`src/rtl/seg_demux_1x4.sv`:
```
// Registered 1-to-4 demultiplexer steering 7-segment codes into four held digit registers.
// Optional blinking of individual digits is enabled with `define SEG_DEMUX_BLINK_EN.
module seg_demux_1x4 #(
  parameter int               WIDTH     = 7,
  parameter logic [WIDTH-1:0] BLANK     = 7'b1111111,
  parameter int               BLINK_DIV = 25000000
) (
  input  logic             clock,
  input  logic             reset,
  input  logic             CLEAR,
  input  logic [WIDTH-1:0] D_IN,
  input  logic             VALID,
  input  logic [1:0]       SEL,
  input  logic             AUTO,
`ifdef SEG_DEMUX_BLINK_EN
  input  logic [3:0]       BLINK,
`endif
  output logic             READY,
  output logic             LAST,
  output logic [WIDTH-1:0] OUT0,
  output logic [WIDTH-1:0] OUT1,
  output logic [WIDTH-1:0] OUT2,
  output logic [WIDTH-1:0] OUT3
);

  typedef enum logic {IDLE, COMMIT} state_t;

  state_t           state;
  logic [1:0]       ptr;
  logic             last_p1;
  logic [WIDTH-1:0] data_p0;
  logic [1:0]       tgt_p0;
  logic             auto_p0;
  logic [WIDTH-1:0] digit_p1 [4];
  logic             accept;

  assign accept = (state == IDLE) && VALID && !CLEAR;
  assign READY  = (state == IDLE);
  assign LAST   = last_p1;

  // Stage 0: capture the accepted code and its resolved target digit
  always_ff @(posedge clock) begin
    if (accept) begin
      data_p0 <= D_IN;
      tgt_p0  <= AUTO ? ptr : SEL;
      auto_p0 <= AUTO;
    end
  end

  // Stage 1: commit into the held digit bank; the pointer only moves on auto writes
  always_ff @(posedge clock or negedge reset) begin
    if (!reset) begin
      state   <= IDLE;
      ptr     <= 2'd0;
      last_p1 <= 1'b0;
      for (int i = 0; i < 4; i++) digit_p1[i] <= BLANK;
    end else if (CLEAR) begin
      state   <= IDLE;
      ptr     <= 2'd0;
      last_p1 <= 1'b0;
      for (int i = 0; i < 4; i++) digit_p1[i] <= BLANK;
    end else begin
      case (state)
        IDLE: begin
          last_p1 <= 1'b0;
          if (VALID) state <= COMMIT;
        end
        COMMIT: begin
          digit_p1[tgt_p0] <= data_p0;
          if (auto_p0) ptr <= ptr + 2'd1;
          last_p1 <= (tgt_p0 == 2'd3);
          state   <= IDLE;
        end
        default: state <= IDLE;
      endcase
    end
  end

`ifdef SEG_DEMUX_BLINK_EN
  localparam int CNT_W = (BLINK_DIV > 1) ? $clog2(BLINK_DIV) : 1;
  localparam logic [CNT_W-1:0] CNT_MAX = CNT_W'(BLINK_DIV - 1);

  logic [CNT_W-1:0] blink_cnt;
  logic             phase;

  always_ff @(posedge clock or negedge reset) begin
    if (!reset) begin
      blink_cnt <= '0;
      phase     <= 1'b0;
    end else if (CLEAR) begin
      blink_cnt <= '0;
      phase     <= 1'b0;
    end else if (blink_cnt == CNT_MAX) begin
      blink_cnt <= '0;
      phase     <= ~phase;
    end else begin
      blink_cnt <= blink_cnt + 1'b1;
    end
  end

  // Blanking is display-only; the stored pattern survives the off phase
  assign OUT0 = (phase && BLINK[0]) ? BLANK : digit_p1[0];
  assign OUT1 = (phase && BLINK[1]) ? BLANK : digit_p1[1];
  assign OUT2 = (phase && BLINK[2]) ? BLANK : digit_p1[2];
  assign OUT3 = (phase && BLINK[3]) ? BLANK : digit_p1[3];
`else
  assign OUT0 = digit_p1[0];
  assign OUT1 = digit_p1[1];
  assign OUT2 = digit_p1[2];
  assign OUT3 = digit_p1[3];
`endif

endmodule

```
`config.mk`:
```
export PLATFORM = sky130hd
export DESIGN_NAME = seg_demux_1x4
export DESIGN_NICKNAME = d
export VERILOG_FILES = /design/src/rtl/seg_demux_1x4.sv
export SDC_FILE = /design/constraint.sdc
export NUM_CORES = 1
export LEC_CHECK = 0
export CAP_MARGIN = 20
export CELL_PAD_IN_SITES_DETAIL_PLACEMENT = 0
export CELL_PAD_IN_SITES_GLOBAL_PLACEMENT = 1
export CORE_UTILIZATION = 33
export CTS_CLUSTER_SIZE = 28
export DETAILED_ROUTE_END_ITERATION = 10
export GPL_ROUTABILITY_DRIVEN = 0
export GPL_TIMING_DRIVEN = 0
export PLACE_DENSITY = 0.7
export SLEW_MARGIN = 30
export SYNTH_ARGS = -nofsm -noshare
export SYNTH_HDL_FRONTEND = slang
export SYNTH_SLANG_ARGS = --single-unit
```
`constraint.sdc`:
```
create_clock -name clock -period 4 [get_ports clock]
set_input_delay 0.4 -clock clock [delete_from_list [all_inputs] [get_ports clock]]
set_output_delay 0.4 -clock clock [all_outputs]
set_load 0.02 [all_outputs]
```
# Yosys cells after proc, flatten, opt, wreduce, memory -nomap -nowiden
# Index checks and enable logic that the tools add are counted.
[word_totals]
rom_bits = 0
latch_bits = 0
ram_bits = 0
output_inout_bits = 30
word_cells = 37
input_bits = 14
regBits = 42
memories = 0
[classes]
div = 0
add_sub_neg = 1
n_lt_le_gt_ge = 2
bitwise_logic = 2
n_eq_ne = 1
reduce_logical = 7
shift = 0
mux = 14
mul = 0
[op_table]
columns = ["operator", "n"]
rows = [
  ["2-to-1 mux 28 bit", 2],
  ["bitwise mux 28 bit", 1],
  ["demux 7 bit (select 2 bit)", 1],
  ["2-to-1 mux 2 bit", 4],
  ["2-to-1 mux 7 bit", 1],
  ["one-hot mux 1 bit (2 select lines)", 2],
  ["nonzero test 2 bit", 2],
  [">= comparator 3 bit, second input constant", 1],
  ["logical AND 1 bit", 3],
  ["less-than comparator 3 x 1 -> 1 bit, second input constant", 1],
  ["2-to-1 mux 1 bit", 3],
  ["inverter 2 -> 3 bit", 1],
  ["adder 2 x 1 -> 2 bit, second input constant", 1],
  ["equality test 2 bit, second input constant", 1],
  ["AND reduction 2 bit", 1],
  ["logical NOT 1 bit", 1],
  ["inverter 1 bit", 1],
]

# Depth between registers and ports, before layout
# Gate-level depths: netlist (run 1).
[depth]
depth_word = 8
ltp_mapped = 4
depth_no_buf = 2

# Least setup slack after synthesis (run 1)
# No wires, ideal clock.
[synth_timing]
kind = "input to register"
from = "in CLEAR"
to = "reg auto_p0, enable pin"
path_slack_ns = 2.004
arrival_time_ns = 1.602
required_time_ns = 3.606
setup_ns = 0.394
path_buffers = 2
stages = 3
path_cell_list = "buf_2 > buf_2 > nor3b_1"
[synth_between]
elab_chain_len = 2
[synth_lines]
columns = ["element", "line_no", "rtl"]
rows = [
  ["start, declared", "10", "input logic CLEAR,"],
  ["logical NOT 1 bit", "37", "assign accept = (state == IDLE) && VALID && !CLEAR;"],
  ["logical AND 1 bit", "37", ""],
  ["net accept", "35", "logic accept;"],
  ["end signal, assigned", "46", "auto_p0 <= AUTO;"],
  ["end, declared", "33", "logic auto_p0;"],
]
# The timed path passes the listed nets, and every way through them passes these cells.
# A chain may end at the register's enable or synchronous reset.

# Worst setup path after layout (run 1)
[layout_timing]
from = "in CLEAR"
to = "reg data_p0[1], enable pin"
[layout_between]
elab_chain_len = 2
[layout_lines]
columns = ["element", "line_no", "rtl"]
rows = [
  ["logical NOT 1 bit", "37", ""],
  ["logical AND 1 bit", "37", ""],
  ["net accept", "35", ""],
  ["end signal, assigned", "44", "data_p0 <= D_IN;"],
  ["end, declared", "31", "logic [WIDTH-1:0] data_p0;"],
]
# The timed path passes the listed nets, and every way through them passes these cells.

==> results of run 1 <==
cells by family after synthesis:
group                  share of synthesized area
flip-flops                                 0.665
AO/OA/AOI/OAI                            0.00878
multiplexers                               0.184
AND/OR/NAND/NOR                            0.113
buffers and inverters                     0.0293
layout by cell type (no fill, tap or decap):
cell             instances
clkdlybuf4s50_1         42
nor2_1                  37
dfstp_2                 28
mux2i_1                 28
edfxtp_1                10
buf_2                    5
clkbuf_8                 5
dfrtp_1                  4
clkbuf_1                 4
mux2_2                   3
nand3b_1                 3
nand3_1                  2
buf_4                    1
nor3b_2                  1
inv_1                    1
a21bo_2                  1
a21oi_1                  1
or3b_1                   1
buf_6                    1
buf_1                    1
nor2b_1                  1
final timing paths:
check	startpoint	end	slack, ns	cells past startpoint
min in group clock	OUT1[6]$_DFFE_PN1P_	OUT1[6]$_DFFE_PN1P_	0.52	2
worst max register to register	state$_DFF_PN0_	data_p0[1]$_DFFE_PP_	2.48	2
max in group asynchronous	reset	ptr[1]$_DFFE_PN0P_	3.37	1
worst min register to register	OUT1[6]$_DFFE_PN1P_	OUT1[6]$_DFFE_PN1P_	0.52	2
worst max-delay path	CLEAR	data_p0[1]$_DFFE_PP_	1.97	4
worst min-delay path	reset	LAST$_DFF_PN0_	0.18	1
worst max-delay path: cells and delay by family:
kind	cells	cell delay (ns)
AND/OR/NAND/NOR	1	0.67
buffers and inverters	3	0.89
area by class of cell:
cell class	instances	area (um2)	share of cell area
sequential	42	1140	0.493
multi-input combinational	78	528	0.229
timing repair buffer	43	425	0.185
tap	67	83.8	0.0364
clock buffer	8	80.1	0.0348
buffer	8	46.3	0.0201
inverter	1	3.75	0.00163
where the power goes:
| part | internal [mW] | leakage (nW) | switching (mW) | total, mW |
|---|---|---|---|---|
| clock network | 0.124 | 0.0395 | 0.136 | 0.260 |
| logic | 0.0319 | 0.577 | 0.0388 | 0.0707 |
| registers | 0.455 | 0.443 | 0.00507 | 0.460 |
per-stage QoR:
step / utilization / hold WS, ns
3_3_place_gp: 0.459 / 0.504
2_1_floorplan: - / 0.104
4_1_cts: 0.475 / 0.188
3_5_place_dp: 0.459 / 0.506
5_1_grt: 0.475 / 0.216
6_report: 0.475 / 0.176
sequential cells by signal, summed over array words and instances (netlist names):
signal and flops:
OUT0 7, auto_p0 1, LAST 1, OUT1 7, state 1, OUT3 7
ptr 2, data_p0 7, tgt_p0 2, OUT2 7
per-layer routing:
| metal | wire (um) | track usage | part of all wire |
|---|---|---|---|
| met5 | 0 | 0 | 0 |
| met1 | 1700 | 0.217 | 0.48 |
| met3 | 181 | 0.0501 | 0.051 |
| met4 | 38 | 0.0513 | 0.011 |
| met2 | 1620 | 0.213 | 0.46 |
==> out/metrics.yaml, run 1 <==
outcome:
  status: "complete, no violations"
floorplan:
  num_rows: 25
  die_w_um: 74.0
  dieHeight_um: 74.0
  coreArea_um2: 4850
  initial_core_util: 0.353
  num_io_pins: 44
  dieArea_um2: 5470
critical_path:
  crit_arrival_ns: 1.96
  path_cells: "clkdlybuf4s50_1 > buf_2 > buf_2 > nor3b_2"
  cpMostUsedCell: "buf_2"
  worst-setup-path-type: "in -> reg"
  cp_max_fo: 11
  required_ns: 3.92
  crit_path_start_kind: "input pin"
  critPathCaptureType: "register"
  cpPeakStageDelay_ns: 0.67
  slowest_stage: "nor3b_2"
timing:
  rsz0062_at_grt: "no"
  skew_ns: 0.00452
  timing.fmax_mhz: 492
  slew_viol_final: 0
  slew_headroom: 0.493
  setup_slack_ns: 1.97
  fin_tns_setup_ns: 0
  min_period_over_period: 0.508
  worst_pin_slew_ns: 0.758
  final.min_clock_period_ns: 2.03
  finalSetupViolCount: 0
  hold_viol_final: 0
synthesis:
  syn_nets: 143
  post_synth.cell_area_avg_um2: 13.2
  yosys_warnings: 0
  async_reset_ff_frac: 0.762
  yosysTopAreaCellShare: 0.430
  syn_inst: 129
  synth_area_um2: 1710
  ys_seq_elements: 42
  synth_common_cells: "nor2_1 (37), dfstp_2 (28), mux2i_1 (28)"
  yosysUniqueCellTypes: 19
  synth.most_common_cell: "nor2_1"
  synth_top_flop_cell: "dfstp_2"
  synth_enable_flop_cells: 10
  seq_area_frac_synth: 0.665
  yosys.area.top_type: "dfstp_2"
  yosys-top-cells-area: "dfstp_2 (43%), edfxtp_1 (18%), mux2i_1 (16%)"
clock_network:
  cts_max_path_buffers: 2
  numCtsBuffers: 5
  h-tree-depth: 2
  cts.sinks: 42
  postCtsSetupBuffers: 0
  clk_latency_ns: 0.29
  tritoncts: "yes"
  cts.clk_slew.worst_paths_ns: 0.07
  cts_resized: 0
  cts.hold.buffers_added: 0
  root_buffer: "clkbuf_8"
final_layout:
  num-nets-final: 193
  fill_cells: 457
  layout-drive-gt1-share: 0.250
  diodes: 0
  layout-area-overhead-vs-synth_pct: 34.8
  final_cell_area_um2: 2300
  stdcell_count: 247
route:
  wl_per_cell_um: 14.3
  vias: 1123
  ant_nets: 0
  viasPerCell: 4.55
  drt-pass1-iter-count: 4
  drtIter0Drc: 71
  wirelength_mm: 3.53
  drc: 0
power_and_ir_drop:
  power_density_nw_per_um2: 343
  power_uw: 791
  peakVddDrop_v: 0.000190
  power.leakage_nw: 1.06
global_route:
  overflow: 0
  grt_pass1_vias: 1149
  grt_pass1_wl_mm: 5.90
  grt_max_degree: 33
  antenna_found_initial: 0
  grt_use_total: 0.151
placed_design:
  place_area_um2: 2220
  port_buffers: 43
  hpwlAfterDp_mm: 2.48
  dpl_worst_slack_ns: 1.64
  dp_cells: 239
worst_hold_path:
  holdCritPathClass: "in -> async"
flow_run:
  drv_cap: 0
Note: power is estimated with default switching activity, not from simulation.
==> run 2: changes to the inputs <==
- clock period: 4 -> 2 ns (I/O delays scaled with it)
==> run 2 against run 1 <==
Via count up 0.36%. Sequential power up 100%. Largest cell class unchanged. Critical path type unchanged. Die area unchanged. Cell area up 0.43%.
==> out/metrics.yaml, run 2 (same netlist as run 1, synthesis figures left out) <==
floorplan:
  num_io_pins: 44  # unchanged
  die_w_um: 74.0  # unchanged
  coreArea_um2: 4850  # unchanged
  dieHeight_um: 74.0  # unchanged
  num_rows: 25  # unchanged
  dieArea_um2: 5470  # unchanged
  initial_core_util: 0.353  # unchanged
worst_hold_path:
  hold_path_startpoint: "D_IN[4]"
  holdPathEnd: "data_p0[4]$_DFFE_PP_"
  holdCritPathClass: "in -> reg"  # was in -> async
  min_path_cells: 1
outcome:
  status: "complete, no violations"  # unchanged
timing:
  rsz0062_at_grt: "no"  # unchanged
  slew_viol_final: 0  # unchanged
  hold_viol_final: 0  # unchanged
  skew_ns: 0.00452  # unchanged
  final.min_clock_period_ns: 1.83
  min_period_over_period: 0.916
  slew_headroom: 0.493  # about the same
  worst_pin_slew_ns: 0.758  # about the same
  timing.fmax_mhz: 546
  finalSetupViolCount: 0  # unchanged
clock_network:
  postCtsSetupBuffers: 0  # unchanged
  numCtsBuffers: 5  # unchanged
  tritoncts: "yes"  # unchanged
  cts.sinks: 42  # unchanged
  clk_latency_ns: 0.29  # about the same
  root_buffer: "clkbuf_8"  # unchanged
  h-tree-depth: 2  # unchanged
  cts_max_path_buffers: 2  # unchanged
  cts.clk_slew.worst_paths_ns: 0.08  # was 0.07 ns
critical_path:
  reg2reg_depth: 2  # unchanged
  crit_arrival_ns: 1.76  # was 1.96 ns
  crit_path_start_kind: "input pin"  # unchanged
  r2r-end: "data_p0[1]$_DFFE_PP_"  # unchanged
  worst-setup-path-type: "in -> reg"  # unchanged
  cp_max_fo: 11  # unchanged
  reg2reg_slack_ns: 0.48  # was 2.48 ns
  required_ns: 1.92  # was 3.92 ns
  r2r_start: "state$_DFF_PN0_"  # unchanged
  critPathCaptureType: "register"  # unchanged
placed_design:
  port_buffers: 43  # unchanged
  dp_cells: 239  # unchanged
  hpwlAfterDp_mm: 2.48  # unchanged
power_and_ir_drop:
  power_mw: 1.58  # was 791 uW
  peakVddDrop_v: 0.000379  # was 0.000190 V
  power_density_nw_per_um2: 684  # was 343 nW/um2
  power.leakage_nw: 1.06  # about the same
global_route:
  antenna_found_initial: 0  # unchanged
  grt_pass1_wl_mm: 5.91  # was 5.90 mm
  grt_max_degree: 33  # unchanged
  grt_use_total: 0.151  # about the same
  grt_pass1_vias: 1150  # was 1149
  overflow: 0  # unchanged
final_layout:
  mostFrequentLayoutCell: "clkdlybuf4s50_1"  # unchanged
  num-nets-final: 194  # was 193
  diodes: 0  # unchanged
  final_cell_mix: "clkdlybuf4s50_1 (42), nor2_1 (37), dfstp_2 (28), mux2i_1 (28), edfxtp_1 (10)"  # unchanged
  stdcell_count: 248  # was 247
  layout-area-overhead-vs-synth_pct: 35.4  # was 34.8%
  layout-drive-gt1-share: 0.249  # was 0.250
flow_run:
  drv_cap: 0  # unchanged
route:
  vias: 1127  # was 1123
  drt-pass1-iter-count: 4  # unchanged
  wl_per_cell_um: 14.3  # about the same
  ant_nets: 0  # unchanged
  wirelength_mm: 3.54  # was 3.53 mm
  drtIter0Drc: 57  # was 71
  viasPerCell: 4.54  # was 4.55
  drc: 0  # unchanged
-- run 2: cell count changes in the layout (fill, tap and decap cells not counted) --
cell	delta
dlygate4sd3_1	+1
-- run 2: worst max-delay path by stage --
stage,from,to
3_5_place_dp,CLEAR,data_p0[0]$_DFFE_PP_
5_1_grt,CLEAR,data_p0[1]$_DFFE_PP_
3_3_place_gp,CLEAR,data_p0[2]$_DFFE_PP_
2_1_floorplan,CLEAR,auto_p0$_DFFE_PP_
6_report,CLEAR,data_p0[1]$_DFFE_PP_
4_1_cts,CLEAR,data_p0[1]$_DFFE_PP_
-- run 2: layout make-up --
class                      count  area [um2]
buffer                         8        46.3
clock buffer                   8        80.1
tap                           67        83.8
multi-input combinational     78         528
sequential                    42        1140
timing repair buffer          44         435
inverter                       1        3.75
fill                         456        2530
-- run 2: critical path, stage by stage --
cell             delay, ns
clkdlybuf4s50_1       0.47
buf_2                 0.21
buf_2                 0.21
nor3b_2               0.67
-- run 2: report_power, final --
part           leakage (nW)  internal, mW  switching [mW]  total, mW
Sequential            0.443         0.911          0.0101      0.921
Clock                0.0395         0.248           0.272      0.520
Combinational         0.581        0.0651          0.0779      0.143
Total                  1.06          1.22           0.360       1.58
-- run 2: layer usage --
metal / track usage / up-vias / part of all wire
li1: - / 538 / -
met1: 0.217 / 553 / 0.48
met2: 0.213 / 32 / 0.46
met3: 0.0501 / 4 / 0.051
met4: 0.0513 / 0 / 0.011
met5: 0 / - / 0
-- run 2: timing repair --
item / in CTS / in global routing
hold buffers: 1 / 0
gates resized for setup: 0 / 0
hold endpoints to repair: 4 / 0
-- run 2: through the flow --
step	hold WS [ns]	utilization	worst slack, ns	cell area (um2)	setup TNS [ns]
after CTS	0.453	0.477	0.150	2310	0
after global placement	0.504	0.459	-0.622	2220	-6.68
final	0.461	0.477	0.168	2310	0
after global routing	0.447	0.477	0.0693	2310	0
after detailed placement	0.306	0.459	-0.162	2220	-1.62
after floorplan	-0.0956	-	0.204	1710	0
